`src/rtl/clk_mgr_pkg.sv`:
```
// Shared definitions for the clock-enable manager: FSM state encoding and
// default parameter values used by clk_enable_manager and clk_en_div.
package clk_mgr_pkg;

  // Encoding is visible on the fsm_state output, so values are fixed.
  typedef enum logic [1:0] {
    ST_IDLE      = 2'd0,
    ST_WAIT_LOCK = 2'd1,
    ST_SEQ       = 2'd2,
    ST_RUN       = 2'd3
  } fsm_state_t;

  localparam int DEF_NUM_CH      = 4;
  localparam int DEF_DIV_W       = 8;
  localparam int DEF_LOCK_FILT   = 16;
  localparam int DEF_RST_STAGGER = 8;

endpackage

```
`src/rtl/clk_en_div.sv`:
```
// One clock-enable divider channel.
// Holds a shadow copy of the divide ratio N (captured on cfg_load) and a
// free-running counter that produces a one-cycle clk_en pulse every N+1
// cycles while run is high. N=0 gives a continuously high enable.
//
// Ports:
//   clk_100m_in  clock, rising edge
//   rst_n        asynchronous active-low reset
//   ratio        divide ratio to capture into the shadow register
//   cfg_load     one-cycle strobe: capture ratio, restart counter
//   run          channel may produce pulses (RUN, enabled, out of reset)
//   clk_en       single-cycle enable pulse
module clk_en_div
  import clk_mgr_pkg::*;
#(
  parameter int DIV_W = DEF_DIV_W
) (
  input  logic             clk_100m_in,
  input  logic             rst_n,
  input  logic [DIV_W-1:0] ratio,
  input  logic             cfg_load,
  input  logic             run,
  output logic             clk_en
);

  logic [DIV_W-1:0] shadow;
  logic [DIV_W-1:0] cnt;
  logic             pulse_q;

  // NOTE: sequential state uses non-blocking assignments only, so every
  // register samples pre-edge values regardless of statement order.
  // NOTE: the shadow and counter are plain registers (not a memory), so they
  // take the asynchronous reset like any other flop.
  always_ff @(posedge clk_100m_in or negedge rst_n) begin
    if (!rst_n) begin
      shadow  <= '0;
      cnt     <= '0;
      pulse_q <= 1'b0;
    end else if (cfg_load) begin
      // Load wins over a terminal count in the same cycle.
      shadow  <= ratio;
      cnt     <= '0;
      pulse_q <= 1'b0;
    end else if (!run) begin
      cnt     <= '0;
      pulse_q <= 1'b0;
    end else if (cnt == shadow) begin
      cnt     <= '0;
      pulse_q <= 1'b1;
    end else begin
      cnt     <= cnt + DIV_W'(1);
      pulse_q <= 1'b0;
    end
  end

  // NOTE: the registered pulse is gated by the current run condition so the
  // enable drops in the very cycle the FSM leaves RUN, not one cycle later.
  assign clk_en = pulse_q & run;

endmodule

```
`src/rtl/clk_enable_manager.sv`:
```
// Clock-enable manager.
// Synchronises and filters the PLL lock, then releases per-channel resets
// one after another with a fixed stagger, and finally runs NUM_CH divider
// channels producing single-cycle clock-enable pulses. Losing lock in SEQ or
// RUN drops everything back to WAIT_LOCK.
//
// Ports:
//   clk_100m_in     clock, rising edge
//   rst_n           asynchronous active-low reset
//   pll_locked_raw  asynchronous PLL lock, double-flop synchronised here
//   div_ratio       channel i ratio in bits [i*DIV_W +: DIV_W]
//   cfg_load        strobe capturing div_ratio into the channel shadows
//   ch_enable       per-channel run gate
//   clk_en          per-channel single-cycle enable pulses
//   ch_rst_n        per-channel active-low reset, released in sequence
//   locked          high only in RUN
//   fsm_state       IDLE=0, WAIT_LOCK=1, SEQ=2, RUN=3
module clk_enable_manager
  import clk_mgr_pkg::*;
#(
  parameter int NUM_CH      = DEF_NUM_CH,
  parameter int DIV_W       = DEF_DIV_W,
  parameter int LOCK_FILT   = DEF_LOCK_FILT,
  parameter int RST_STAGGER = DEF_RST_STAGGER
) (
  input  logic                    clk_100m_in,
  input  logic                    rst_n,
  input  logic                    pll_locked_raw,
  input  logic [NUM_CH*DIV_W-1:0] div_ratio,
  input  logic                    cfg_load,
  input  logic [NUM_CH-1:0]       ch_enable,
  output logic [NUM_CH-1:0]       clk_en,
  output logic [NUM_CH-1:0]       ch_rst_n,
  output logic                    locked,
  output logic [1:0]              fsm_state
);

  fsm_state_t        state;
  logic              lock_meta;
  logic              lock_sync;
  logic [7:0]        lock_cnt;
  logic [7:0]        stagger_cnt;
  logic [NUM_CH-1:0] ch_rst_q;
  logic              locked_q;
  logic [NUM_CH-1:0] ch_run;

  always_ff @(posedge clk_100m_in or negedge rst_n) begin
    if (!rst_n) begin
      lock_meta   <= 1'b0;
      lock_sync   <= 1'b0;
      state       <= ST_IDLE;
      lock_cnt    <= '0;
      stagger_cnt <= '0;
      ch_rst_q    <= '0;
      locked_q    <= 1'b0;
    end else begin
      // NOTE: two-flop synchroniser; only lock_sync may be used by logic.
      lock_meta <= pll_locked_raw;
      lock_sync <= lock_meta;

      if ((state == ST_SEQ || state == ST_RUN) && !lock_sync) begin
        state       <= ST_WAIT_LOCK;
        lock_cnt    <= '0;
        stagger_cnt <= '0;
        ch_rst_q    <= '0;
        locked_q    <= 1'b0;
      end else begin
        case (state)
          ST_IDLE: begin
            state    <= ST_WAIT_LOCK;
            lock_cnt <= '0;
          end
          ST_WAIT_LOCK: begin
            if (!lock_sync) begin
              lock_cnt <= '0;
            end else if (lock_cnt == 8'(LOCK_FILT - 1)) begin
              // Channel 0 comes out of reset on the first SEQ cycle.
              state       <= ST_SEQ;
              lock_cnt    <= '0;
              stagger_cnt <= '0;
              ch_rst_q    <= NUM_CH'(1);
            end else begin
              lock_cnt <= lock_cnt + 8'd1;
            end
          end
          ST_SEQ: begin
            if (&ch_rst_q) begin
              state    <= ST_RUN;
              locked_q <= 1'b1;
            end else if (stagger_cnt == 8'(RST_STAGGER - 1)) begin
              // Shift in a one: releases the next channel in order.
              stagger_cnt <= '0;
              ch_rst_q    <= (ch_rst_q << 1) | NUM_CH'(1);
            end else begin
              stagger_cnt <= stagger_cnt + 8'd1;
            end
          end
          ST_RUN: begin
            state <= ST_RUN;
          end
          default: begin
            state <= ST_IDLE;
          end
        endcase
      end
    end
  end

  assign ch_run    = (state == ST_RUN) ? (ch_enable & ch_rst_q) : '0;
  assign ch_rst_n  = ch_rst_q;
  assign locked    = locked_q;
  assign fsm_state = state;

  for (genvar i = 0; i < NUM_CH; i++) begin : g_ch
    clk_en_div #(
      .DIV_W(DIV_W)
    ) u_div (
      .clk_100m_in(clk_100m_in),
      .rst_n      (rst_n),
      .ratio      (div_ratio[i*DIV_W +: DIV_W]),
      .cfg_load   (cfg_load),
      .run        (ch_run[i]),
      .clk_en     (clk_en[i])
    );
  end

endmodule

```
`config.mk`:
```
export PLATFORM = sky130hd
export DESIGN_NAME = clk_enable_manager
export DESIGN_NICKNAME = d
export VERILOG_FILES = /design/src/rtl/clk_mgr_pkg.sv /design/src/rtl/clk_en_div.sv /design/src/rtl/clk_enable_manager.sv
export SDC_FILE = /design/constraint.sdc
export NUM_CORES = 1
export LEC_CHECK = 0
export ABC_AREA = 1
export CAP_MARGIN = 10
export CORE_UTILIZATION = 56
export CTS_BUF_LIST = sky130_fd_sc_hd__clkbuf_8 sky130_fd_sc_hd__clkbuf_16
export DETAILED_ROUTE_END_ITERATION = 6
export PLACE_DENSITY_LB_ADDON = 0.25
export SLEW_MARGIN = 20
export SYNTH_ARGS = -nofsm -noshare
export SYNTH_HDL_FRONTEND = slang
export SYNTH_SLANG_ARGS = --single-unit
```
`constraint.sdc`:
```
create_clock -name clk_100m_in -period 1.7 [get_ports clk_100m_in]
set_input_delay 0.34 -clock clk_100m_in [delete_from_list [all_inputs] [get_ports clk_100m_in]]
set_output_delay 0.34 -clock clk_100m_in [all_outputs]
set_load 0.005 [all_outputs]
```
==> key figures <==
Clock tree
  • Clock slew at reported path FFs: ~0.090 ns
  • Clock Path Buffers: 2
  • H-tree levels: 3
  • Total CTS buffers: 9
  • CTS Sinks: 93
  • Root Driver: clkbuf_8
  • CTS tree: built
  • Clock latency on the worst-skew pair: about 0.36 ns

Yosys
  • Seq cells post-synth: 93
  • Async SR Flop Fraction: 100%
  • Top FF cell, synth: dfrtp_1
  • Yosys top cell area share: approximately half
  • Post-synth top area cell: dfrtp_1
  • Top-count cell post-synth: nand2_1
  • Syn Inst Count: 560
  • Syn_nets: around 600
  • Area contributors post-synth: dfrtp_1 (50%), nand2_1 (12%), nor2_1 (6.4%)
  • Register area share after synthesis: 49.7%
  • Post-synth cell types: 30
  • Synth Warn #: 0
  • EDFF count, synth: 0
  • Post-Syn Area per Cell: about 8.4 um2
  • Cell Area, Synth: roughly 4700 um2
  • Synth cell count leaders: nand2_1 (148), dfrtp_1 (93), nor2_1 (80)

Detailed routing
  • DRC Markers: 0
  • DR vias/cell: 5.08
  • Routed wire length: around 9.3 mm
  • Drt pass-1 iters: 4
  • Initial DRC count: roughly 130
  • Routed wire per std cell: roughly 13 um
  • Via count: 3751
  • Routed Antenna Nets: 0

Setup path
  • Flop2flop setup slack: 0.10 ns
  • WS Path Type: flop to output pin
  • Worst-path fanout max: 3
  • Worst EP arrival: about 1.4 ns
  • CP endpoint kind: output pin
  • Crit Reg-Reg Startpoint: lock_cnt[0]
  • Setup crit start kind: flop
  • CP Data Required Time: 1.36 ns
  • Worst setup path start: fsm_state[0]
  • FF-to-FF End: stagger_cnt[0]
  • Worst r2r path cells: 8

Pwr
  • Clk network pwr share: slightly below 40%
  • Leakage power: approximately 0.0027 uW
  • NetSw: between 1000 and 1500 uW
  • Net Sw Frac: a little under a quarter
  • Peak VDD IR: between 0.5 and 0.6 mV
  • Sequential share of power: about half
  • Combinational fraction of design power: about a tenth
  • PD cells: around 830 nW/um2
  • Int Power: 3730 uW

Hold path
  • Hold Crit Start: lock_meta
  • WHS Path Cells: 0
  • Worst Hold End: lock_sync
  • Min-delay worst type: flop to flop

STA
  • Post-route worst setup slack: -0.0416 ns
  • Hold Violations, Final: 0
  • RSZ-0062 raised after global routing: yes
  • Timing-limited maximum frequency: ~570 MHz
  • Clock Skew: approximately 0.017 ns
  • Setup TNS: -0.0923 ns
  • Period minus WS final: roughly 1.7 ns
  • Relative slew slack: 69.1%
  • Final Setup Violations: 3
  • Final period utilization: 102%
  • Least-Margin Pin Slew: 0.461 ns
  • Count of pins over their slew limit: 0

Status
  • Status: finished with violations
  • Violated checks: negative setup slack

Cells and area
  • # fillers: between 500 and 600
  • Seq. cell area: 2330 um2
  • Layout cell share with drive strength beyond 1: between 10% and 20%
  • Multi-input gate area: between 2000 and 2500 um2
  • Antenna cells: 0
  • Net count reported at finish: roughly 680
  • Cell Count, Final, Fillers Out: around 740
  • Design area: a little under 6000 um2
  • Synth-to-layout area growth: 23.7%

Run
  • Max-cap viol count: 0

Global routing
  • Largest net degree at the start of global routing: 55
  • Remaining Overflow, GRT: 0
  • GRT Total Usage: 23.3%
  • Vias in the first global route: between 3000 and 4000
  • First-pass GRT wire length: between 15 and 20 mm
  • Initial antenna violation count: 0

Floorplan
  • FP Rows: 32
  • Die area: 8730 um2
  • Die X: 93.4 um
  • Core Footprint: between 7000 and 8000 um2
  • I/O Pins: 51
  • Initial Util: about three fifths
  • Die Ht: roughly 93 um

Place
  • Placed Area: 5350 um2
  • RD Place Congestion: 0.853
  • DP Cell Count: between 700 and 800
  • Port Buf Inserts: 50
  • DPL Wire Length: ~6.5 mm
placed cells by master, fill, tap and decap left out, types with 2 or more instances in the layout:
master,netlist,final
nor3_1,15,15
xor2_1,18,18
o21ai_0,18,18
xnor2_1,22,22
clkbuf_2,0,2
bufinv_16,0,4
nor2_2,1,2
dlymetal6s2s_1,0,2
dfrtp_2,0,2
o21ai_1,8,8
inv_1,55,55
clkinv_4,0,2
nor2_4,1,3
nand2_2,5,6
buf_12,0,5
mux2_2,18,18
nand2_1,148,147
buf_2,2,3
nand3_4,0,4
nand3_2,3,3
buf_4,4,14
clkdlybuf4s50_1,0,41
nand3_1,40,36
inv_2,7,7
clkbuf_8,0,9
dfrtp_1,93,91
nor2_1,80,77
ha_1,6,6
nand4_1,3,3
buf_6,1,2
logic make-up after synthesis:
kind of cell	synth area share, %
AO/OA/AOI/OAI	3.77
XOR/XNOR	7.49
adder cells (fa/ha/maj)	1.60
buffers and inverters	6.39
flip-flops	49.7
multiplexers	4.33
AND/OR/NAND/NOR	26.7
power by group through the flow:
stage	Sequential (uW)	Clock [uW]	Combinational [uW]
after CTS	2410	1950	495
after floorplan	2440	0	247
after detailed placement	2450	0	468
after global placement	2450	0	452
after global routing	2420	2060	566
final	2410	1910	503
flip-flops by register name (all words and copies together), names as in the netlist:
register            flops
g_ch.u_div.shadow      32
lock_sync               1
stagger_cnt             8
ch_rst_n                4
lock_cnt                8
g_ch.u_div.pulse_q      4
locked                  1
g_ch.u_div.cnt         32
lock_meta               1
fsm_state               2
worst max-delay path: stages, from the launching register on:
cell and delay (ns):
dfrtp_1 0.38, nand2_2 0.09, inv_2 0.09, buf_6 0.12, buf_6 0.10, nand3_4 0.08
nor2_4 0.08, buf_2 0.11
layer usage:
layer	share of wire (%)	vias to the layer above	GRT usage, %
met5	0	-	0
met4	2.0	0	8.97
met3	3.9	18	3.90
met2	51	80	40.0
met1	43	1755	29.5
li1	-	1898	-
cell type report:
cell class                 count  share of cell area (%)
clock inverter                 7                    2.53
multi-input combinational    394                    36.7
tap                          102                    2.20
sequential                    93                    40.2
clock buffer                   9                    2.14
inverter                      62                    4.02
timing repair buffer          71                    12.2
metrics by stage:
| step | total power (uW) | setup slack [ns] | hold WS [ns] | utilization (%) |
|---|---|---|---|---|
| floorplan | 2680 | 0.318 | 0.0444 | - |
| global placement | 2900 | -0.282 | 0.299 | 67.9 |
| detailed placement | 2920 | -0.277 | 0.301 | 67.9 |
| CTS | 4860 | -0.0450 | 0.382 | 72.6 |
| global route | 5040 | -0.100 | 0.387 | 73.4 |
| finish | 4820 | -0.0416 | 0.387 | 73.4 |
worst max-delay path by stage:
stage	to	slack, ns	cells past startpoint
floorplan	ch_rst_n[0]	0.32	8
global placement	clk_en[1]	-0.28	4
detailed placement	clk_en[3]	-0.28	4
CTS	fsm_state[1]	-0.05	2
global route	clk_en[1]	-0.10	7
finish	clk_en[1]	-0.04	7
what timing repair did:
| action | 4_1_cts | 5_1_grt |
|---|---|---|
| hold buffers | 1 | 0 |
| resized for setup | 25 | 10 |
| setup endpoints to repair | 7 | 13 |
| pin swaps | 4 | 5 |
| buffers inserted | 6 | 3 |
| hold endpoints to repair | 27 | 0 |
Note: power is estimated with default switching activity, not from simulation.
